--- src/rtl/glb_ctrl.sv ---
// Tile sequencer for the global buffer bank: loads a tile of row vectors into all row FIFOs,
// issues the read burst, tracks the row skew with per-row valid strobes and reports completion.
module glb_ctrl #(
  parameter int DATA_WIDTH = 8,
  parameter int FIFO_DEPTH = 16,
  parameter int PE_SIZE    = 16,
  parameter int LW         = $clog2(FIFO_DEPTH + 1)
) (
  input  logic                          clk,
  input  logic                          rst,
  input  logic                          start_i,
  input  logic [LW-1:0]                 len_i,
  input  logic                          in_valid_i,
  output logic                          in_ready_o,
  input  logic [DATA_WIDTH*PE_SIZE-1:0] in_data_i,
  output logic                          glb_wren_o,
  output logic [DATA_WIDTH*PE_SIZE-1:0] glb_wdata_o,
  output logic                          glb_rden_o,
  input  logic [PE_SIZE-1:0]            glb_full_i,
  input  logic [PE_SIZE-1:0]            glb_empty_i,
  output logic [PE_SIZE-1:0]            col_valid_o,
  output logic                          busy_o,
  output logic                          done_o,
  output logic                          err_o
);

  localparam int SW = $clog2(PE_SIZE + 1);
  localparam logic [LW-1:0] DEPTH_L   = LW'(FIFO_DEPTH);
  localparam logic [LW-1:0] ONE_L     = LW'(1);
  localparam logic [SW-1:0] SKEW_LAST = SW'(PE_SIZE - 1);

  typedef enum logic [2:0] {
    IDLE   = 3'd0,
    LOAD   = 3'd1,
    STREAM = 3'd2,
    SKEW   = 3'd3,
    DONE   = 3'd4
  } state_t;

  state_t              state_q, state_d;
  logic [LW-1:0]       len_q, len_d;
  logic [LW-1:0]       wr_cnt_q, wr_cnt_d;
  logic [LW-1:0]       rd_cnt_q, rd_cnt_d;
  logic [SW-1:0]       sk_cnt_q, sk_cnt_d;
  logic [PE_SIZE-1:0]  cv_q, cv_d;

  // All rows are written in lockstep, so row 0 stands for the whole bank.
  logic unused_full;
  assign unused_full = ^glb_full_i[PE_SIZE-1:1];

  // Next-state, counters and handshake outputs
  always_comb begin
    state_d    = state_q;
    len_d      = len_q;
    wr_cnt_d   = wr_cnt_q;
    rd_cnt_d   = rd_cnt_q;
    sk_cnt_d   = sk_cnt_q;
    in_ready_o = 1'b0;
    glb_wren_o = 1'b0;
    glb_rden_o = 1'b0;
    done_o     = 1'b0;
    err_o      = 1'b0;
    case (state_q)
      IDLE: begin
        if (start_i) begin
          if ((len_i != '0) && (len_i <= DEPTH_L)) begin
            len_d    = len_i;
            wr_cnt_d = '0;
            rd_cnt_d = '0;
            sk_cnt_d = '0;
            state_d  = LOAD;
          end else begin
            err_o = 1'b1;
          end
        end
      end
      LOAD: begin
        in_ready_o = !glb_full_i[0];
        glb_wren_o = in_valid_i && !glb_full_i[0];
        if (glb_wren_o) begin
          wr_cnt_d = wr_cnt_q + ONE_L;
          if (wr_cnt_q == len_q - ONE_L) begin
            state_d = STREAM;
          end
        end
      end
      STREAM: begin
        glb_rden_o = 1'b1;
        rd_cnt_d   = rd_cnt_q + ONE_L;
        if (rd_cnt_q == len_q - ONE_L) begin
          sk_cnt_d = '0;
          state_d  = SKEW;
        end
      end
      SKEW: begin
        sk_cnt_d = sk_cnt_q + SW'(1);
        if (sk_cnt_q == SKEW_LAST) begin
          state_d = DONE;
        end
      end
      DONE: begin
        done_o  = 1'b1;
        err_o   = !(&glb_empty_i);
        state_d = IDLE;
      end
      default: begin
        state_d = IDLE;
      end
    endcase
    // Strobe for row j trails the row-0 read enable by j+1 cycles (skew plus read latency).
    cv_d = {cv_q[PE_SIZE-2:0], glb_rden_o};
  end

  assign glb_wdata_o = in_data_i;
  assign busy_o      = (state_q != IDLE);
  assign col_valid_o = cv_q;

  // State and datapath registers with synchronous reset
  always_ff @(posedge clk) begin
    if (rst) begin
      state_q  <= IDLE;
      len_q    <= '0;
      wr_cnt_q <= '0;
      rd_cnt_q <= '0;
      sk_cnt_q <= '0;
      cv_q     <= '0;
    end else begin
      state_q  <= state_d;
      len_q    <= len_d;
      wr_cnt_q <= wr_cnt_d;
      rd_cnt_q <= rd_cnt_d;
      sk_cnt_q <= sk_cnt_d;
      cv_q     <= cv_d;
    end
  end

endmodule
--- config.mk ---
export PLATFORM = sky130hd
export DESIGN_NAME = glb_ctrl
export DESIGN_NICKNAME = d
export VERILOG_FILES = /design/src/rtl/glb_ctrl.sv
export SDC_FILE = /design/constraint.sdc
export NUM_CORES = 1
export LEC_CHECK = 0
export BUFFER_PORTS_ARGS = -buffer_cell sky130_fd_sc_hd__buf_2
export CORE_AREA = 3 3 122 124
export DETAILED_ROUTE_END_ITERATION = 8
export DIE_AREA = 0 0 125 127
export SLEW_MARGIN = 0
export SYNTH_ARGS = -nofsm -noshare
export SYNTH_HDL_FRONTEND = slang
export SYNTH_SLANG_ARGS = --single-unit
--- constraint.sdc ---
create_clock -name clk -period 2.27 [get_ports clk]
set_input_delay 0.227 -clock clk [delete_from_list [all_inputs] [get_ports clk]]
set_output_delay 0.227 -clock clk [all_outputs]
set_load 0.005 [all_outputs]
Word-level counts from Yosys, hierarchy flattened:

Cells that the tools add are included.

* register bits after elaboration: 39
* input port bits: 169
* output and inout bits: 150
* word-level logic and storage cells: 61

* $add $sub $neg: 4
* magnitude comparators: 1
* equal/unequal tests: 13
* muxes and demuxes: 21
* reductions and logical operators: 16

Operators with widths (number)
* 5-bit two-way mux: 4
* 5-bit one-hot mux with 2 select lines: 2
* 3-bit two-way mux: 6
* 16-bit AND reduction: 1
* 5-bit by 1-bit adder with 5-bit output, second input constant: 3
* 5-bit one-hot mux with 3 select lines: 1
* 2-bit != test, second input constant: 6
* 3-bit one-hot mux with 4 select lines: 1
* 5-bit == test: 2
* 4-bit AND reduction: 2
* 3-bit by 2-bit == test with 1-bit output, second input constant: 2
* 1-bit two-way mux: 6
* 3-bit AND reduction: 2
* 6-bit AND reduction: 1
* 3-bit nonzero test: 2
* 5-bit by 4-bit == test with 1-bit output, second input constant: 1
* 5-bit <= comparator, second input constant: 1
* 5-bit nonzero test: 1
* 5-bit by 1-bit subtractor with 5-bit output, second input constant: 1
* 2-bit nonzero test: 2
* 3-bit by 1-bit == test with 1-bit output, second input constant: 1
* 3-bit == test, second input constant: 1
* 3-bit logical NOT: 1
* 1-bit logical AND: 2
* other kinds (2): 3

Logic depth before layout (Yosys ltp):

Gate-level depths: netlist (run 1).

* depth after elaboration: 5
* gate-level depth with buffers: 7
* gate-level depth less buffers: 7

Least setup slack after synthesis (run 1):

No wires, ideal clock.

* path type: flip-flop to flip-flop
* from: register len_q[0]
* to: register sk_cnt_q[2]
* library setup time: 138 ps
* arrival: 1679 ps
* data required time: 2132 ps
* path slack: 452 ps
* stages on the path, launching flop included: 8
* path buffers: 0
* clock period less this slack: 1818 ps
* cell sequence: dfxtp_1 -> inv_1 -> ha_1 -> nor3b_1 -> xnor2_1 -> nand4_1 -> a311oi_4 -> a311oi_1

* word-level cells in the longest chain between the ends: 4

Ends and longest elaborated chain
* start, declared: line 41 `logic [LW-1:0] len_q, len_d;`
* start signal, assigned: line 129 `len_q <= len_d;`
* 5-bit by 1-bit subtractor with 5-bit output: line 90 `if (rd_cnt_q == len_q - ONE_L) begin`
* 5-bit == test: line 90
* 2-bit != test (no source line)
* 4-bit AND reduction (no source line)
* end signal, assigned: line 132 `sk_cnt_q <= sk_cnt_d;`
* end, declared: line 44 `logic [SW-1:0] sk_cnt_q, sk_cnt_d;`

No other way between the ends.
A chain may end at the register's enable or synchronous reset.

Worst setup path after layout (run 1):

* from: register len_q[1]
* to: register sk_cnt_q[3]

The elaborated chain is that of the path after synthesis.

==> impl_metrics.env, run 1 <==
export IMPL_status="finished, final reports clean"
export IMPL_ys_top_cells_by_area="buf_4 (34%), dfxtp_1 (28%), nor2b_1 (3.5%)"
export IMPL_diodes=0
export IMPL_worstPathMaxFanout=5
export IMPL_max_stage_delay_ps=450
export IMPL_rsz0062_at_grt="false"
export IMPL_antenna_found_initial=0
export IMPL_die_area_sq_um=15880
export IMPL_syn_inst=325
export IMPL_arrival_ps=2170
export IMPL_synth_flop_cell="dfxtp_1"
export IMPL_vias_per_cell=3.951
export IMPL_hold_viol=0
export IMPL_drive_gt1_share_pct=27.60
export IMPL_ioPinCount=319
export IMPL_wl_um=5465
export IMPL_post_route_min_period_ps=2039
export IMPL_grt_pass1_vias=1763
export IMPL_die_h_um=127
export IMPL_grt_pass1_wl_um=8590
export IMPL_swShare_pct=24.19
export IMPL_cp_start_kind="register"
export IMPL_cts_made_buffers=5
export IMPL_slowest_stage="a311oi_4"
export IMPL_synth_edff_count=0
export IMPL_ctsResizeCount=0
export IMPL_r2r_slack_ps=230
export IMPL_holdBufCountCts=0
export IMPL_gp_congestion=0.8010
export IMPL_power_density_nw_per_um2=688.9
export IMPL_worstPathRequired_ps=2400
export IMPL_initial_utilization_pct=20.43
export IMPL_drtPass1Iterations=4
export IMPL_pwr_share_comb_pct=12.9
export IMPL_synthDistinctLibCells=46
export IMPL_clock_sinks=39
export IMPL_grt_usage_pct=6.497
export IMPL_rr_startpoint="len_q[1]$_SDFFE_PP0P_"
export IMPL_r2r_cells=7
export IMPL_wire_per_inst_um=12.71
export IMPL_hp_class="primary input to register"
export IMPL_fin_crit_sh_pct=89.84
export IMPL_finalMaxSlewViolations=0
export IMPL_io_buffers=47
export IMPL_clock_power_share_pct=46.3
export IMPL_die_w_um=125
export IMPL_path_cells="inv_1 > ha_1 > nor3b_1 > xnor2_1 > nand4_1 > a311oi_4 > a311oi_1"
export IMPL_vias=1699
export IMPL_dpl_hpwl_um=4188
export IMPL_ant_nets=0
export IMPL_whs_ps=235.7
export IMPL_syn_avg_cell_area_sq_um=8.724
export IMPL_post_route_drc_count=0
export IMPL_synth_top_area_cell="buf_4"
export IMPL_cts_tree="done"
export IMPL_crit_path_start="len_q[1]$_SDFFE_PP0P_"
export IMPL_syn_area_sq_um=2835
export IMPL_ys_warn_count=0
export IMPL_switchingPower_uw=418.6
export IMPL_dr_first_iter_drc_count=51
export IMPL_place_ws_ps=222.7
export IMPL_nets=423
export IMPL_path_clk_slew_ps=60
export IMPL_syn_num_nets=499
export IMPL_internal_power_uw=1311
export IMPL_power_leakage_uw=0.001023
export IMPL_cts_path_max_buffers=2
export IMPL_grt_ovfl_total=0
export IMPL_grt_max_degree=36
export IMPL_h_tree_depth=2
export IMPL_maxCapViolCount=0
export IMPL_clock_latency_ps=280
export IMPL_area_delta_synth_final_pct=-11.43
export IMPL_ys_seq_elements=39
export IMPL_clockRootBuffer="clkbuf_16"
export IMPL_worst_pin_slew_ps=741.2
export IMPL_worst_slack_ps=230.7
export IMPL_max_freq_ghz=0.4904
export IMPL_fin_util_pct=18.09
export IMPL_finalClockSkew_ps=3.477
export IMPL_critical_path_endpoint="sk_cnt_q[3]$_SDFFE_PP0P_"
export IMPL_setup_viol=0
export IMPL_power_uw=1730
export IMPL_core_area_sq_um=13880
export IMPL_slew_headroom_pct=50.21
export IMPL_cp_end_kind="register"
export IMPL_worstSetupPathType="register to register"
export IMPL_tns_ps=0
export IMPL_regToRegEndpoint="sk_cnt_q[3]$_SDFFE_PP0P_"
export IMPL_num_rows=43
export IMPL_pwr_share_seq_pct=40.9
export IMPL_ys_seq_area_share_pct=27.54
export IMPL_ys_async_sr_fraction_pct=0
export IMPL_cts_setup_buffers=0
export IMPL_ir_drop_uv=254.7
export IMPL_synth_top_area_share_pct=33.89
==> cell usage in the layout, fill, tap and decap left out, drive strengths merged, types with 2 or more instances in the layout <==
cell,instances
dfxtp,39
o211ai,3
xor2,8
nor2b,16
nand4,6
a211oi,4
a21oi,5
nor3b,2
buf,52
nor3,6
clkbuf,5
mux2i,8
xnor2,10
nand2b,3
or3,3
nor2,22
ha,5
inv,11
or2b,2
nand3,4
o32ai,2
nor4,2
clkinv,2
a31oi,2
nand2,8
a311oi,3
o21ai,2
and3,4
==> cells in the mapped netlist, types with 2 or more instances <==
cell and instances:
a211oi_1 3, nor2b_1 16, nand2_1 8, dfxtp_1 39, o32ai_1 2, nand4_1 6, o21ai_0 2, and3_1 4
clkbuf_1 4, a311oi_1 2, or2b_1 2, nand3_1 3, a21oi_1 4, xnor2_1 10, nor3b_1 2, ha_1 5
mux2i_1 7, buf_4 128, xor2_1 8, buf_2 3, inv_1 11, or3_1 3, nor3_1 6, o211ai_1 3
nand2b_1 3, nor2_1 21
==> stage by stage <==
step	std cells	cell area, sq um
final	430	2511
after global routing	430	2511
after CTS	430	2511
after detailed placement	422	2342
after global placement	422	2342
after floorplan	325	2835
==> routing by layer <==
| metal | wire [um] | vias to the layer above | GRT usage (%) |
|---|---|---|---|
| li1 | - | 790 | - |
| met1 | 2224 | 770 | 7.101 |
| met2 | 2369 | 105 | 9.934 |
| met3 | 681 | 34 | 3.930 |
| met4 | 189 | 0 | 3.316 |
| met5 | 0 | - | 0 |
==> worst max-delay path, delay by kind of cell, from the launching register on <==
family	cells	cell delay, ps
AO/OA/AOI/OAI	2	610
AND/OR/NAND/NOR	2	570
flip-flops	1	320
XOR/XNOR	1	170
adder cells (fa/ha/maj)	1	160
buffers and inverters	1	50
==> power by group through the flow <==
stage / Clock (uW) / Combinational (uW) / Sequential [uW]
floorplan: 0 / 332 / 720
global placement: 0 / 218 / 722
detailed placement: 0 / 224 / 722
CTS: 826 / 226 / 707
global route: 862 / 247 / 709
finish: 801 / 222 / 707
==> flip-flops by register name, indices dropped and copies added, names as in the netlist <==
signal / cells
rd_cnt_q: 5
len_q: 5
sk_cnt_q: 5
state_q: 3
col_valid_o: 16
wr_cnt_q: 5
==> worst min-delay path by stage <==
stage,start,endpoint,slack [ps],depth (start not counted)
2_1_floorplan,rst,col_valid_o[0]$_SDFF_PP0_,310,1
3_3_place_gp,col_valid_o[2]$_SDFF_PP0_,col_valid_o[3]$_SDFF_PP0_,450,1
3_5_place_dp,col_valid_o[7]$_SDFF_PP0_,col_valid_o[8]$_SDFF_PP0_,450,1
4_1_cts,len_i[3],len_q[3]$_SDFFE_PP0P_,230,3
5_1_grt,len_i[4],len_q[4]$_SDFFE_PP0P_,260,3
6_report,len_i[3],len_q[3]$_SDFFE_PP0P_,240,3
==> area by class of cell <==
type	instances	area, sq um
fillers	1551	11370
multi-input cells	140	1022
repair buffers	52	272.8
clock buffers	5	125.1
well taps	180	225.2
inverters	11	41.29
clock inverters	3	43.79
flip-flops and latches	39	780.7
==> kinds of logic after synthesis <==
family | synth area share, %
buf+inv | 36.41
fa+ha+maj | 2.207
flops | 27.54
mux | 3.266
xor+xnor | 6.355
compound gates | 7.768
simple gates | 16.46
(Power assumes the default switching activity.)
==> run 2, diff against run 1 <==
--- a/config.mk
+++ b/config.mk
@@ -9,6 +9,7 @@
 export CORE_AREA = 3 3 122 124
 export DETAILED_ROUTE_END_ITERATION = 8
 export DIE_AREA = 0 0 125 127
+export SETUP_SLACK_MARGIN = 0.4
 export SLEW_MARGIN = 0
 export SYNTH_ARGS = -nofsm -noshare
 export SYNTH_HDL_FRONTEND = slang
==> impl_metrics.env, run 2 (synthesis gave the netlist of run 1 again) <==
export IMPL_pwr_share_comb_pct=14.1
export IMPL_tns_ps=0
export IMPL_nets=426
export IMPL_vias=1714
export IMPL_power_density_nw_per_um2=675.8
export IMPL_cp_end_kind="register"
export IMPL_pwr_share_seq_pct=40.4
export IMPL_finalClockSkew_ps=3.059
export IMPL_arrival_ps=1980
export IMPL_cts_tree="done"
export IMPL_whs_ps=239.5
export IMPL_worst_pin_slew_ps=680.3
export IMPL_dpl_hpwl_um=4188
export IMPL_rsz0062_at_grt="true"
export IMPL_clock_sinks=39
export IMPL_holdBufCountCts=0
export IMPL_placed_cell_area_sq_um=2342
export IMPL_worstPathRequired_ps=2400
export IMPL_gp_congestion=0.8010
export IMPL_cts_made_buffers=5
export IMPL_grt_usage_pct=6.550
export IMPL_max_freq_ghz=0.5413
export IMPL_worstPathMaxFanout=5
export IMPL_grt_max_degree=36
export IMPL_h_tree_depth=2
export IMPL_num_rows=43
export IMPL_path_clk_slew_ps=60
export IMPL_wire_per_inst_um=12.71
export IMPL_fin_util_pct=18.71
export IMPL_postLayoutCellArea_sq_um=2597
export IMPL_power_leakage_uw=0.001057
export IMPL_swShare_pct=24.21
export IMPL_slew_headroom_pct=54.64
export IMPL_finalMaxSlewViolations=0
export IMPL_setup_viol=0
export IMPL_area_delta_synth_final_pct=-8.385
export IMPL_grt_pass1_wl_um=8673
export IMPL_switchingPower_uw=425.0
export IMPL_clockRootBuffer="clkbuf_16"
export IMPL_grt_pass1_vias=1785
export IMPL_clock_power_share_pct=45.5
export IMPL_vias_per_cell=3.958
export IMPL_ioPinCount=319
export IMPL_fin_cells=433
export IMPL_cts_path_max_buffers=2
export IMPL_worstSetupPathType="register to register"
export IMPL_largest_register_ffs=16
export IMPL_clock_latency_ps=280
export IMPL_drtPass1Iterations=4
export IMPL_drive_gt1_share_pct=32.41
export IMPL_most_common_layout_cells="buf_2 (47), dfxtp_1 (37), nor2_1 (21)"
export IMPL_antenna_found_initial=0
export IMPL_post_route_min_period_ps=1848
export IMPL_grt_ovfl_total=0
export IMPL_r2r_slack_ps=420
export IMPL_post_route_drc_count=0
export IMPL_hp_class="primary input to register"
export IMPL_wl_um=5503
export IMPL_diodes=0
export IMPL_internal_power_uw=1330
export IMPL_hold_viol=0
export IMPL_final_common_cell="buf_2"
export IMPL_ir_drop_uv=254.4
export IMPL_die_h_um=127
export IMPL_cp_start_kind="register"
export IMPL_die_area_sq_um=15880
export IMPL_numPlacedInstances=422
export IMPL_core_area_sq_um=13880
export IMPL_ant_nets=0
export IMPL_initial_utilization_pct=20.43
export IMPL_io_buffers=47
export IMPL_maxCapViolCount=0
export IMPL_fin_crit_sh_pct=81.39
export IMPL_dr_first_iter_drc_count=48
export IMPL_die_w_um=125
export IMPL_status="finished, final reports clean"
[run 2: cell types whose count changed in the layout (fill, tap and decap cells not counted), moves of 2 or more]
cell and change:
nor3_2 +2, nor3_1 -3, dfxtp_1 -2, buf_4 +3
[run 2: worst paths after layout]
kind | startpoint | endpoint | cells after the start
worst min register to register | col_valid_o[10]$_SDFF_PP0_ | col_valid_o[11]$_SDFF_PP0_ | 1
worst max-delay path | len_q[1]$_SDFFE_PP0P_ | sk_cnt_q[3]$_SDFFE_PP0P_ | 7
worst min-delay path | len_i[3] | len_q[3]$_SDFFE_PP0P_ | 3
worst max register to register | len_q[1]$_SDFFE_PP0P_ | sk_cnt_q[3]$_SDFFE_PP0P_ | 7
[run 2: layout make-up]
cell class,count,area (sq um)
clock buffers,5,125.1
clock inverters,3,43.79
fillers,1535,11280
inverters,11,41.29
multi-input cells,140,1081
flip-flops and latches,39,785.8
well taps,180,225.2
repair buffers,55,295.3
[run 2: per-layer routing]
metal / vias up / global-route usage [%] / part of all wire [%]
met5: - / 0 / 0
met4: 0 / 3.316 / 3.4
met3: 34 / 3.930 / 12
met2: 106 / 10.06 / 44
met1: 777 / 7.152 / 41
li1: 797 / - / -
[run 2: power groups by stage]
stage / Sequential [uW] / Combinational, uW / Clock, uW
after CTS: 708 / 231 / 826
after detailed placement: 722 / 224 / 0
final: 710 / 247 / 799
after global routing: 712 / 274 / 862
after global placement: 722 / 218 / 0
after floorplan: 720 / 332 / 0
[run 2: what timing repair did]
| action | 4_1_cts | 5_1_grt |
|---|---|---|
| buffers inserted | 1 | 2 |
| endpoints found under the setup margin | 13 | 6 |
| pin swaps | 2 | 6 |
| cloned | 0 | 0 |
| resized for setup | 4 | 10 |
[run 2: critical path, cell delays in order, from the launching register on]
cell and delay (ps):
dfxtp_4 370, inv_2 40, ha_4 160, xor2_2 150, xnor2_1 170, nand4_1 200
a311oi_4 460, a311oi_2 150
[run 2: stage by stage]
step	power, uW	setup WS (ps)
3_5_place_dp	946.3	222.7
2_1_floorplan	1052	452.5
5_1_grt	1847	307.5
3_3_place_gp	939.5	295.2
4_1_cts	1765	388.2
6_report	1755	422.5
==> run 3, diff against run 2 <==
==> constraint.sdc (replaced) <==
create_clock -name clk -period 1.5 [get_ports clk]
set_input_delay 0.15 -clock clk [delete_from_list [all_inputs] [get_ports clk]]
set_output_delay 0.15 -clock clk [all_outputs]
set_load 0.005 [all_outputs]
==> impl_metrics.env, run 3 (synthesis gave the netlist of run 1 again) <==
export IMPL_status="finished, violations left"
export IMPL_violations="negative setup slack"
export IMPL_clock_latency_ps=280
export IMPL_worst_pin_slew_ps=353.7
export IMPL_grt_max_degree=21
export IMPL_finalClockSkew_ps=2.281
export IMPL_io_buffers=47
export IMPL_worstSetupPathType="register to register"
export IMPL_grt_usage_pct=7.365
export IMPL_hp_class="primary input to register"
export IMPL_slew_headroom_pct=76.37
export IMPL_worst_slack_ps=-229.7
export IMPL_max_freq_ghz=0.5781
export IMPL_finalMaxSlewViolations=0
export IMPL_power_leakage_uw=0.001280
export IMPL_nets=460
export IMPL_placed_cell_area_sq_um=2562
export IMPL_seq_area_sq_um=797.0
export IMPL_area_delta_synth_final_pct=11.30
export IMPL_die_w_um=125
export IMPL_clock_sinks=39
export IMPL_worstPathMaxFanout=5
export IMPL_wire_per_inst_um=13.06
export IMPL_power_density_nw_per_um2=863.2
export IMPL_wl_um=6084
export IMPL_core_area_sq_um=13880
export IMPL_clock_power_share_pct=38.4
export IMPL_swShare_pct=25.74
export IMPL_most_common_layout_cells="buf_2 (41), dfxtp_1 (32), buf_4 (28)"
export IMPL_cts_made_buffers=5
export IMPL_initial_utilization_pct=20.43
export IMPL_rsz0062_at_grt="true"
export IMPL_multi_input_area_sq_um=1290
export IMPL_fin_crit_sh_pct=115.3
export IMPL_antenna_found_initial=0
export IMPL_grt_pass1_wl_um=9660
export IMPL_dpl_hpwl_um=4602
export IMPL_fillerInstances=1504
export IMPL_cts_tree="done"
export IMPL_final_common_cell="buf_2"
export IMPL_hold_path_cell_count=3
export IMPL_post_route_min_period_ps=1730
export IMPL_die_area_sq_um=15880
export IMPL_hold_viol=0
export IMPL_ir_drop_uv=452.6
export IMPL_whs_ps=111.6
export IMPL_gp_congestion=0.7570
export IMPL_cp_end_kind="register"
export IMPL_vias=1837
export IMPL_cp_start_kind="register"
export IMPL_drive_gt1_share_pct=51.75
export IMPL_cts_path_max_buffers=2
export IMPL_pwr_share_comb_pct=22.2
export IMPL_grt_ovfl_total=0
export IMPL_dr_first_iter_drc_count=48
export IMPL_drtPass1Iterations=4
export IMPL_post_route_drc_count=0
export IMPL_internal_power_uw=2023
export IMPL_ioPinCount=319
export IMPL_diodes=0
export IMPL_switchingPower_uw=701.2
export IMPL_r2r_cells=7
export IMPL_vias_per_cell=3.942
export IMPL_arrival_ps=1880
export IMPL_largest_register_ffs=16
export IMPL_postLayoutCellArea_sq_um=3156
export IMPL_h_tree_depth=2
export IMPL_path_clk_slew_ps=60
export IMPL_die_h_um=127
export IMPL_grt_pass1_vias=2018
export IMPL_ant_nets=0
export IMPL_worstPathRequired_ps=1650
export IMPL_maxCapViolCount=0
export IMPL_clockRootBuffer="clkbuf_16"
export IMPL_num_rows=43
export IMPL_pwr_share_seq_pct=39.4
export IMPL_setup_viol=9
[run 3: power by group through the flow]
stage	registers [uW]	clock network [uW]	logic (uW)
after global routing	1080	1120	654
after CTS	1070	1080	555
after floorplan	1090	0	529
final	1070	1050	604
after detailed placement	1100	0	412
after global placement	1100	0	402
[run 3: area by class of cell]
cell class,instances,share of cell area (%)
inverters,11,1.507
repair buffers,89,20.66
multi-input cells,140,40.88
well taps,180,7.137
clock buffers,6,4.401
clock inverters,1,0.1586
flip-flops and latches,39,25.26
[run 3: routing by layer]
layer / routed length, um / global-route usage [%] / up-vias
met4: 162 / 3.380 / 0
li1: - / - / 866
met3: 561 / 3.094 / 46
met2: 3190 / 13.79 / 79
met1: 2170 / 6.990 / 846
met5: 0 / 0 / -
[run 3: path summary, 6_finish.rpt]
kind,endpoint,start,slack [ps]
worst min register to register,col_valid_o[12]$_SDFF_PP0_,col_valid_o[11]$_SDFF_PP0_,460
worst min-delay path,len_q[0]$_SDFFE_PP0P_,len_i[0],110
worst max-delay path,sk_cnt_q[2]$_SDFFE_PP0P_,len_q[0]$_SDFFE_PP0P_,-230
worst max register to register,sk_cnt_q[2]$_SDFFE_PP0P_,len_q[0]$_SDFFE_PP0P_,-230
[run 3: per-stage QoR]
step	utilization (%)	TNS, ps	std cells	power [uW]	worst slack, ps
detailed placement	18.46	-4089	444	1509	-293.1
CTS	21.95	-1517	463	2704	-239.9
global placement	18.46	-2850	444	1498	-209.7
finish	22.73	-1436	466	2724	-229.7
global route	22.73	-2695	466	2849	-341.6
floorplan	-	-786.6	325	1622	-158.6
[run 3: worst max-delay path, cell delays in order, from the launching register on]
cell	delay, ps
dfxtp_4	350
inv_2	60
ha_4	130
nor3b_4	230
xnor2_1	150
nand4_1	180
a311oi_4	340
a311oi_1	150
[run 3: repair_timing]
| item | CTS | global route |
|---|---|---|
| buffers inserted | 12 | 3 |
| setup endpoints to repair | 30 | 29 |
| hold buffers | 0 | 0 |
| pin swaps | 15 | 17 |
| gates resized for setup | 59 | 20 |
